===== config.mk =====
export PLATFORM = sky130hd
export DESIGN_NAME = mem_stage_flat
export DESIGN_NICKNAME = d
export VERILOG_FILES = /design/src/rtl/mem_stage_if.sv /design/src/rtl/mem_stage.sv /design/src/flat_wrapper.sv
export SDC_FILE = /design/constraint.sdc
export NUM_CORES = 1
export LEC_CHECK = 0
export CELL_PAD_IN_SITES_DETAIL_PLACEMENT = 1
export CELL_PAD_IN_SITES_GLOBAL_PLACEMENT = 2
export CORE_MARGIN = 2
export CORE_UTILIZATION = 26
export CTS_BUF_LIST = sky130_fd_sc_hd__clkbuf_8
export CTS_CLUSTER_DIAMETER = 200
export DETAILED_ROUTE_END_ITERATION = 8
export HOLD_SLACK_MARGIN = 0.12
export PLACE_DENSITY = 0.92
export SYNTH_ARGS = -nofsm -noshare
export SYNTH_HDL_FRONTEND = slang
export SYNTH_SLANG_ARGS = --single-unit

===== constraint.sdc =====
create_clock -name clk -period 6.56 [get_ports clk]
set_clock_uncertainty 0.2 [all_clocks]
set_input_delay 1.312 -clock clk [delete_from_list [all_inputs] [get_ports clk]]
set_output_delay 1.312 -clock clk [all_outputs]
set_load 0.03 [all_outputs]

===== src/rtl/mem_stage_if.sv =====
// rtl/mem_stage_if.sv - EX/MEM/WB/ID bus bundle for the memory-access stage
interface mem_stage_if #(
    parameter int EX_TO_MEM_WD = 146,
    parameter int MEM_TO_WB_WD = 136,
    parameter int MEM_TO_ID_WD = 104
) ();
    logic [EX_TO_MEM_WD-1:0] ex_to_mem_bus;
    logic [31:0]             data_sram_rdata;
    logic [MEM_TO_WB_WD-1:0] mem_to_wb_bus;
    logic [MEM_TO_ID_WD-1:0] mem_to_id_bus;

    // upstream side: drives the EX bus and SRAM read word, observes outputs
    modport master (
        output ex_to_mem_bus,
        output data_sram_rdata,
        input  mem_to_wb_bus,
        input  mem_to_id_bus
    );

    // memory stage side
    modport slave (
        input  ex_to_mem_bus,
        input  data_sram_rdata,
        output mem_to_wb_bus,
        output mem_to_id_bus
    );
endinterface


===== src/rtl/mem_stage.sv =====
// rtl/mem_stage.sv - MIPS memory-access pipeline stage with load alignment
module mem_stage #(
    parameter int EX_TO_MEM_WD = 146,
    parameter int MEM_TO_WB_WD = 136,
    parameter int MEM_TO_ID_WD = 104,
    parameter int STALL_WD     = 6
) (
    input  logic                clk,
    input  logic                rst,
    input  logic [STALL_WD-1:0] stall,
    mem_stage_if.slave          bus
);
    logic [EX_TO_MEM_WD-1:0] bus_r;
    logic                    first_r;
    logic                    hold_vld;
    logic [31:0]             hold_data;

    // only the EX and MEM stall bits matter here
    logic stall_ex;
    logic stall_mem;
    logic unused_stall;
    assign stall_ex     = stall[3];
    assign stall_mem    = stall[4];
    assign unused_stall = ^{stall[STALL_WD-1:5], stall[2:0]};

    logic bubble;
    logic advance;
    assign bubble  = stall_ex && !stall_mem;
    assign advance = !stall_ex;

    // EX->MEM pipeline register: reset, bubble, advance or hold
    always_ff @(posedge clk) begin
        if (rst || bubble) begin
            bus_r <= '0;
        end else if (advance) begin
            bus_r <= bus.ex_to_mem_bus;
        end
    end

    // SRAM word is only valid in the first MEM cycle; latch it if MEM stalls then
    always_ff @(posedge clk) begin
        if (rst) begin
            first_r   <= 1'b0;
            hold_vld  <= 1'b0;
            hold_data <= 32'h0;
        end else if (bubble) begin
            first_r  <= 1'b0;
            hold_vld <= 1'b0;
        end else if (advance) begin
            first_r  <= 1'b1;
            hold_vld <= 1'b0;
        end else begin
            first_r <= 1'b0;
            if (first_r && stall_mem) begin
                hold_data <= bus.data_sram_rdata;
                hold_vld  <= 1'b1;
            end
        end
    end

    logic [3:0]  readen;
    logic        hi_we;
    logic        lo_we;
    logic [31:0] hi;
    logic [31:0] lo;
    logic [31:0] pc;
    logic        ram_en;
    logic [3:0]  ram_wen;
    logic        sel_rf_res;
    logic        rf_we;
    logic [4:0]  rf_waddr;
    logic [31:0] ex_result;

    assign {readen, hi_we, lo_we, hi, lo, pc, ram_en, ram_wen,
            sel_rf_res, rf_we, rf_waddr, ex_result} = bus_r;

    logic [31:0] rd;
    assign rd = hold_vld ? hold_data : bus.data_sram_rdata;

    logic [7:0]  byte_sel;
    logic [15:0] half_sel;
    logic [31:0] load_result;

    // pick the addressed byte/halfword and extend according to the load type
    always_comb begin
        byte_sel    = rd[7:0];
        half_sel    = ex_result[1] ? rd[31:16] : rd[15:0];
        load_result = rd;
        case (ex_result[1:0])
            2'd0: byte_sel = rd[7:0];
            2'd1: byte_sel = rd[15:8];
            2'd2: byte_sel = rd[23:16];
            2'd3: byte_sel = rd[31:24];
            default: byte_sel = rd[7:0];
        endcase
        case (readen)
            4'b1111: load_result = rd;
            4'b0001: load_result = {{24{byte_sel[7]}}, byte_sel};
            4'b0010: load_result = {24'h0, byte_sel};
            4'b0011: load_result = {{16{half_sel[15]}}, half_sel};
            4'b0100: load_result = {16'h0, half_sel};
            default: load_result = rd;
        endcase
    end

    logic [31:0] rf_wdata;
    assign rf_wdata = (sel_rf_res && ram_en && !(|ram_wen)) ? load_result : ex_result;

    logic [MEM_TO_WB_WD-1:0] wb_bus;
    logic [MEM_TO_ID_WD-1:0] id_bus;
    assign wb_bus = {hi_we, lo_we, hi, lo, pc, rf_we, rf_waddr, rf_wdata};
    assign id_bus = {rf_we, rf_waddr, rf_wdata, hi_we, lo_we, hi, lo};

    assign bus.mem_to_wb_bus = wb_bus;
    assign bus.mem_to_id_bus = id_bus;
endmodule


===== src/flat_wrapper.sv =====
// flat-port wrapper written by rule: the top's interface ports become plain ports
module mem_stage_flat 
#(
    parameter int EX_TO_MEM_WD = 146,
    parameter int MEM_TO_WB_WD = 136,
    parameter int MEM_TO_ID_WD = 104,
    parameter int STALL_WD     = 6
)
  (clk, rst, stall, bus_ex_to_mem_bus, bus_data_sram_rdata, bus_mem_to_wb_bus, bus_mem_to_id_bus);
  mem_stage_if #(.EX_TO_MEM_WD(EX_TO_MEM_WD), .MEM_TO_WB_WD(MEM_TO_WB_WD), .MEM_TO_ID_WD(MEM_TO_ID_WD)) bus_i ();
  input  logic clk;
  input  logic rst;
  input  logic [STALL_WD-1:0] stall;
  input wire logic [$bits(bus_i.ex_to_mem_bus)-1:0] bus_ex_to_mem_bus;
  input wire logic [$bits(bus_i.data_sram_rdata)-1:0] bus_data_sram_rdata;
  output wire logic [$bits(bus_i.mem_to_wb_bus)-1:0] bus_mem_to_wb_bus;
  output wire logic [$bits(bus_i.mem_to_id_bus)-1:0] bus_mem_to_id_bus;
  assign bus_i.ex_to_mem_bus = bus_ex_to_mem_bus;
  assign bus_i.data_sram_rdata = bus_data_sram_rdata;
  assign bus_mem_to_wb_bus = bus_i.mem_to_wb_bus;
  assign bus_mem_to_id_bus = bus_i.mem_to_id_bus;
  mem_stage #(.EX_TO_MEM_WD(EX_TO_MEM_WD), .MEM_TO_WB_WD(MEM_TO_WB_WD), .MEM_TO_ID_WD(MEM_TO_ID_WD), .STALL_WD(STALL_WD)) u_core (.clk(clk), .rst(rst), .stall(stall), .bus(bus_i));
endmodule

==> metrics.txt, run 1 <==
commonest non-fill, non-tap cell in the layout clkdlybuf4s50_1; number of max-cap violations 0; FILL cells 3,705; cell leakage power 4.31 nW; Final HPWL DP 23.7 mm; root buffer cell clkbuf_8; antenna-violating nets left 0; endpoint class of the critical path output port; H-tree depth 4; Via density 4.66; clock latency at the later pin of the worst-skew pair 500 ps; outcome finished, final reports clean; Seq/Total Area, Yosys 41.3%; Clock Pin Slew Worst Setup and Hold Paths 100 ps; fmax 0.169 GHz; min Tclk post-route 5920 ps; Net count, final 1,265; via count 7,191; # setup viols final 0; area share of the largest cell type after synthesis 41.3%; Starting Density 26.2%; buffers added on ports 421; layout cell share with drive strength beyond 1 8.79%; max-slew violations 0; core footprint 33,300 um2; cells after synthesis 900; data arrival time of the critical path 4400 ps; Yosys reg bits 180; area grow syn2layout 39.5%; CP startpoint kind primary input; CTS Sinks 180; Final GP Congestion 0.787; fin util 36.6%; initial antenna violation count 4; PostCTS Resize Cnt 0; Die W 187 um; GR Util All Layers 17.8%; PD cells 211 nW/um2; Worst VDD drop 0.000119 V; Yosys top cell by area dfxtp_1; WL final 31.7 mm; CTS max path bufs 2; actual slew at the worst max-slew pin 1010 ps; Mapped Nets 1,086; drc violations 0; CTS tree yes; I/O Pins 426; die area 35,100 um2; Max-slew headroom 32.8%; post-DR wirelength/cell 20.6 um; Fin Setup TNS 0 ps; total CTS buffers 17; Synth Area per Inst 9.71 um2; height of the die 187 um; CTS Hold Buffers Added 0; Iter 0 DRT Violations 236; Ys Warns 0; setup repair bufs after CTS 0; drt first pass iters 4; Fin. Hold Viols 0; grt total ovfl 0; largest net degree at the start of global routing 78; synthesized cell area 8730 um2; most frequent cells in the layout clkdlybuf4s50_1 (421), dfxtp_1 (179), a22o_1 (147); synth unique cells 40; Area contributors post-synth dfxtp_1 (41%), buf_4 (18%), a22o_1 (15%); Worst Hold Class flop to flop; Final period util 90.2%; critical path fanouts, max 17; first-pass GRT wire length 47.5 mm; CP required 5050 ps; row count 67; RSZ-0062 raised after global routing no; vias in the first global route 7,650; kind of critical path primary input to output port
[per-layer routing]
layer	global-route usage, %	vias to the layer above	routed length, um
li1	-	3356	-
met1	20.8	3554	13200
met2	31.7	254	16100
met3	5.08	25	1930
met4	4.73	2	493
met5	0	-	13
[state kept, by name, indices dropped and copies added (netlist names)]
signal	count
u_core.first_r	1
u_core.hold_vld	1
u_core.hold_data	32
u_core.bus_r	146
[critical path, cell delays in order]
cell and delay (ps):
clkdlybuf4s50_1 460, mux2i_1 350, mux4_2 380, nor2_4 50, a41oi_4 750, a41oi_1 400
clkdlybuf4s50_1 700
[metrics by stage]
step | power [mW] | worst slack (ps) | instance area (um2) | hold WS [ps] | std cells
2_1_floorplan | 1.58 | 2030 | 8730 | 234 | 900
3_3_place_gp | 1.81 | 585 | 11800 | 242 | 1508
3_5_place_dp | 1.82 | 584 | 11800 | 249 | 1508
4_1_cts | 2.60 | 570 | 12200 | 265 | 1540
5_1_grt | 2.68 | 397 | 12200 | 289 | 1540
6_report | 2.57 | 643 | 12200 | 265 | 1543
[worst paths after layout]
| path | startpoint | end | slack [ps] | depth (start not counted) |
|---|---|---|---|---|
| worst max-delay path | bus_data_sram_rdata[31] | bus_mem_to_wb_bus[15] | 640 | 7 |
| worst min-delay path | u_core.hold_data[28] | u_core.hold_data[28] | 260 | 2 |
| worst max register to register | u_core.hold_vld | u_core.hold_vld | 4840 | 3 |
| worst min register to register | u_core.hold_data[28] | u_core.hold_data[28] | 260 | 2 |
[where the power goes]
part | internal, mW | switching (mW)
clock network | 0.288 | 0.493
logic | 0.291 | 0.315
registers | 1.14 | 0.0435
[cells in the mapped netlist, drive strengths merged]
master,number
a311o,1
mux4,13
nand3b,4
dfxtp,180
mux2,24
o211a,1
xnor2,1
a21oi,73
nand3,1
nor2,37
a22o,147
or3b,1
and3,1
nand2,82
and3b,1
a31oi,2
clkbuf,46
a21boi,1
o22ai,2
o21bai,1
nor3b,1
o21ai,15
mux2i,15
nor4b,1
a41oi,2
a221oi,6
buf,228
nor3,3
a311oi,6
nand2b,4
[layout make-up]
cell class | instances | area (um2) | share of cell area [%]
Sequential cell | 180 | 3600 | 29.6
Multi-Input combinational cell | 446 | 3300 | 27.1
Tap cell | 448 | 561 | 4.60
Timing Repair Buffer | 434 | 4320 | 35.5
Clock inverter | 15 | 153 | 1.25
Antenna cell | 3 | 7.51 | 0.0616
Clock buffer | 17 | 234 | 1.92
[cells by family (layout without fill, tap and decap cells)]
kind of cell	after synthesis	after routing	share of synthesized area [%]
compound gates	257	257	22.6
flops	180	180	41.3
simple gates	136	136	6.52
buf+inv	274	466	21.1
mux	52	52	8.34
xor+xnor	1	1	0.100
other cells	0	3	0
Note: power is estimated with default switching activity, not from simulation.
==> inputs of run 2 (changes only) <==
==> config.mk (replaced) <==
export PLATFORM = sky130hd
export DESIGN_NAME = mem_stage_flat
export DESIGN_NICKNAME = d
export VERILOG_FILES = /design/src/rtl/mem_stage_if.sv /design/src/rtl/mem_stage.sv /design/src/flat_wrapper.sv
export SDC_FILE = /design/constraint.sdc
export NUM_CORES = 1
export LEC_CHECK = 0
export CORE_AREA = 2 2 165 167
export CTS_BUF_LIST = sky130_fd_sc_hd__clkbuf_8
export CTS_CLUSTER_DIAMETER = 200
export DETAILED_ROUTE_END_ITERATION = 8
export DIE_AREA = 0 0 167 169
export HOLD_SLACK_MARGIN = 0.12
export PLACE_DENSITY = 0.71
export SYNTH_ARGS = -nofsm -noshare
export SYNTH_HDL_FRONTEND = slang
export SYNTH_SLANG_ARGS = --single-unit
==> run 2 against run 1 <==
Against the previous run:
- sequential power about the same
- critical path type unchanged
- utilization increased by 8.8 points
- cell count decreased by 7.2%
- non-clock buffer count decreased by 1
- largest cell class unchanged
==> metrics.txt, run 2 (same netlist as run 1, synthesis figures left out) <==
H-tree depth 4 (unchanged); Final HPWL DP 20.9 mm (-12%); Starting Density 33.0% (+6.7 points); Fin. Hold Viols 0 (unchanged); core footprint 26,500 um2 (-20%); vias in the first global route 7,093 (-7.3%); fin util 45.4% (+8.8 points); n_diodes 0 (-3); total CTS buffers 17 (unchanged); min Tclk post-route 5820 ps (-101 ps); Crit path buffers/inverters 2 (unchanged); CTS tree yes; Worst VDD drop 0.000117 V (-1.6%); max-slew violations 0 (unchanged); Fin Setup TNS 0 ps (unchanged); grt total ovfl 0 (unchanged); Clock Pin Slew Worst Setup and Hold Paths 100 ps (about the same); kind of critical path primary input to output port; actual slew at the worst max-slew pin 1190 ps (+189 ps); row count 60 (-10%); WL final 28.4 mm (-11%); Max-slew headroom 20.4% (-12 points); max FFs per register 146 (unchanged); CP Cell Sequence clkdlybuf4s50_1 > mux2i_1 > mux4_2 > nor2_4 > a41oi_4 > a41oi_1 > clkdlybuf4s50_1; CTS max path bufs 2 (unchanged); layout cell share with drive strength beyond 1 8.62% (-0.18 points); Iter 0 DRT Violations 460 (+95%); clock latency at the later pin of the worst-skew pair 470 ps (-30 ps); PD cells 213 nW/um2 (+0.78%); Net count, final 1,264 (-0.079%); Crit path max-delay family buffers and inverters; register with the most flip-flops u_core.bus_r; drt first pass iters 5 (+1); setup repair bufs after CTS 0 (unchanged); CTS Hold Buffers Added 0 (unchanged); CP startpoint kind primary input; Die W 167 um (-11%); PostCTS Resize Cnt 0 (unchanged); buffers added on ports 421 (unchanged); commonest non-fill, non-tap cell in the layout clkdlybuf4s50_1; cell leakage power 4.31 nW (about the same); most frequent cells in the layout clkdlybuf4s50_1 (421), dfxtp_1 (179), a22o_1 (147); number of max-cap violations 0 (unchanged); Worst path most repeated cell clkdlybuf4s50_1; Slowest-stage cell, CP clkdlybuf4s50_1; endpoint class of the critical path output port; largest net degree at the start of global routing 87 (+12%); I/O Pins 426 (unchanged); power after layout 2.56 mW (-0.49%); Via density 5.00 (+7.2%); Worst Hold Class flop to flop; first-pass GRT wire length 41.9 mm (-12%); Final period util 88.7% (-1.5 points); root buffer cell clkbuf_8; via count 7,155 (-0.50%); outcome finished, final reports clean; drc violations 0 (unchanged); height of the die 169 um (-9.8%); GR Util All Layers 19.2% (+1.4 points); RSZ-0062 raised after global routing no; antenna-violating nets left 0 (unchanged); initial antenna violation count 0 (-4); critical path fanouts, max 17 (unchanged); CTS Sinks 180 (unchanged); area grow syn2layout 37.8%; Final GP Congestion 0.807 (+2.6%); # setup viols final 0 (unchanged); fmax 0.172 GHz (+1.7%); data arrival time of the critical path 4300 ps (-100 ps); CP peak stage delay 710 ps (-40 ps); die area 28,200 um2 (-20%); post-DR wirelength/cell 19.8 um (-3.6%); CP required 5050 ps (about the same); Largest regs u_core.bus_r: 146 flops, u_core.hold_data: 32 flops
## run 2: cell count changes in the layout (fill, tap and decap cells not counted), moves of 2 or more
cell,previous run,this run
diode_2,3,0
clkinv_8,1,3
clkinvlp_4,2,0
inv_6,3,5
inv_8,8,4
## run 2: report_power, final
group          switching [mW]  internal (mW)  total (mW)
Combinational           0.308          0.290       0.598
Sequential             0.0416           1.14        1.18
Clock                   0.479          0.299       0.778
Total                   0.829           1.73        2.56
## run 2: layout make-up
class / instances / area, um2
Sequential cell: 180 / 3600
Clock buffer: 18 / 248
Clock inverter: 14 / 151
Fill cell: 2578 / 14500
Timing Repair Buffer: 433 / 4300
Tap cell: 341 / 427
Multi-Input combinational cell: 446 / 3300
## run 2: worst reg2reg max path: cells and delay by family, from the launching register on
family / cells / cell delay (ps)
simple gates: 2 / 290
compound gates: 1 / 120
flops: 1 / 370
buf+inv: 1 / 350
## run 2: worst paths after layout
check | from | end | slack [ps] | cells after the start
hold / removal | u_core.hold_data[20] | u_core.hold_data[20] | 260 | 2
setup reg to reg | u_core.first_r | u_core.hold_data[17] | 5140 | 4
hold reg to reg | u_core.hold_data[20] | u_core.hold_data[20] | 260 | 2
setup / recovery | bus_data_sram_rdata[31] | bus_mem_to_id_bus[81] | 740 | 7
## run 2: metal layers
layer | GRT usage [%] | share of wire (%)
met1 | 24.4 | 43
met2 | 32.6 | 49
met3 | 4.40 | 6.2
met4 | 5.25 | 1.6
met5 | 0 | 0
## run 2: metrics by stage
step           area (um2)  std cells  hold WS (ps)  worst slack (ps)
2_1_floorplan        8730        900           234              2030
3_3_place_gp        11600       1400           241               741
3_5_place_dp        11600       1400           246               711
4_1_cts             12000       1432           260               695
5_1_grt             12000       1432           279               575
6_report            12000       1432           261               744
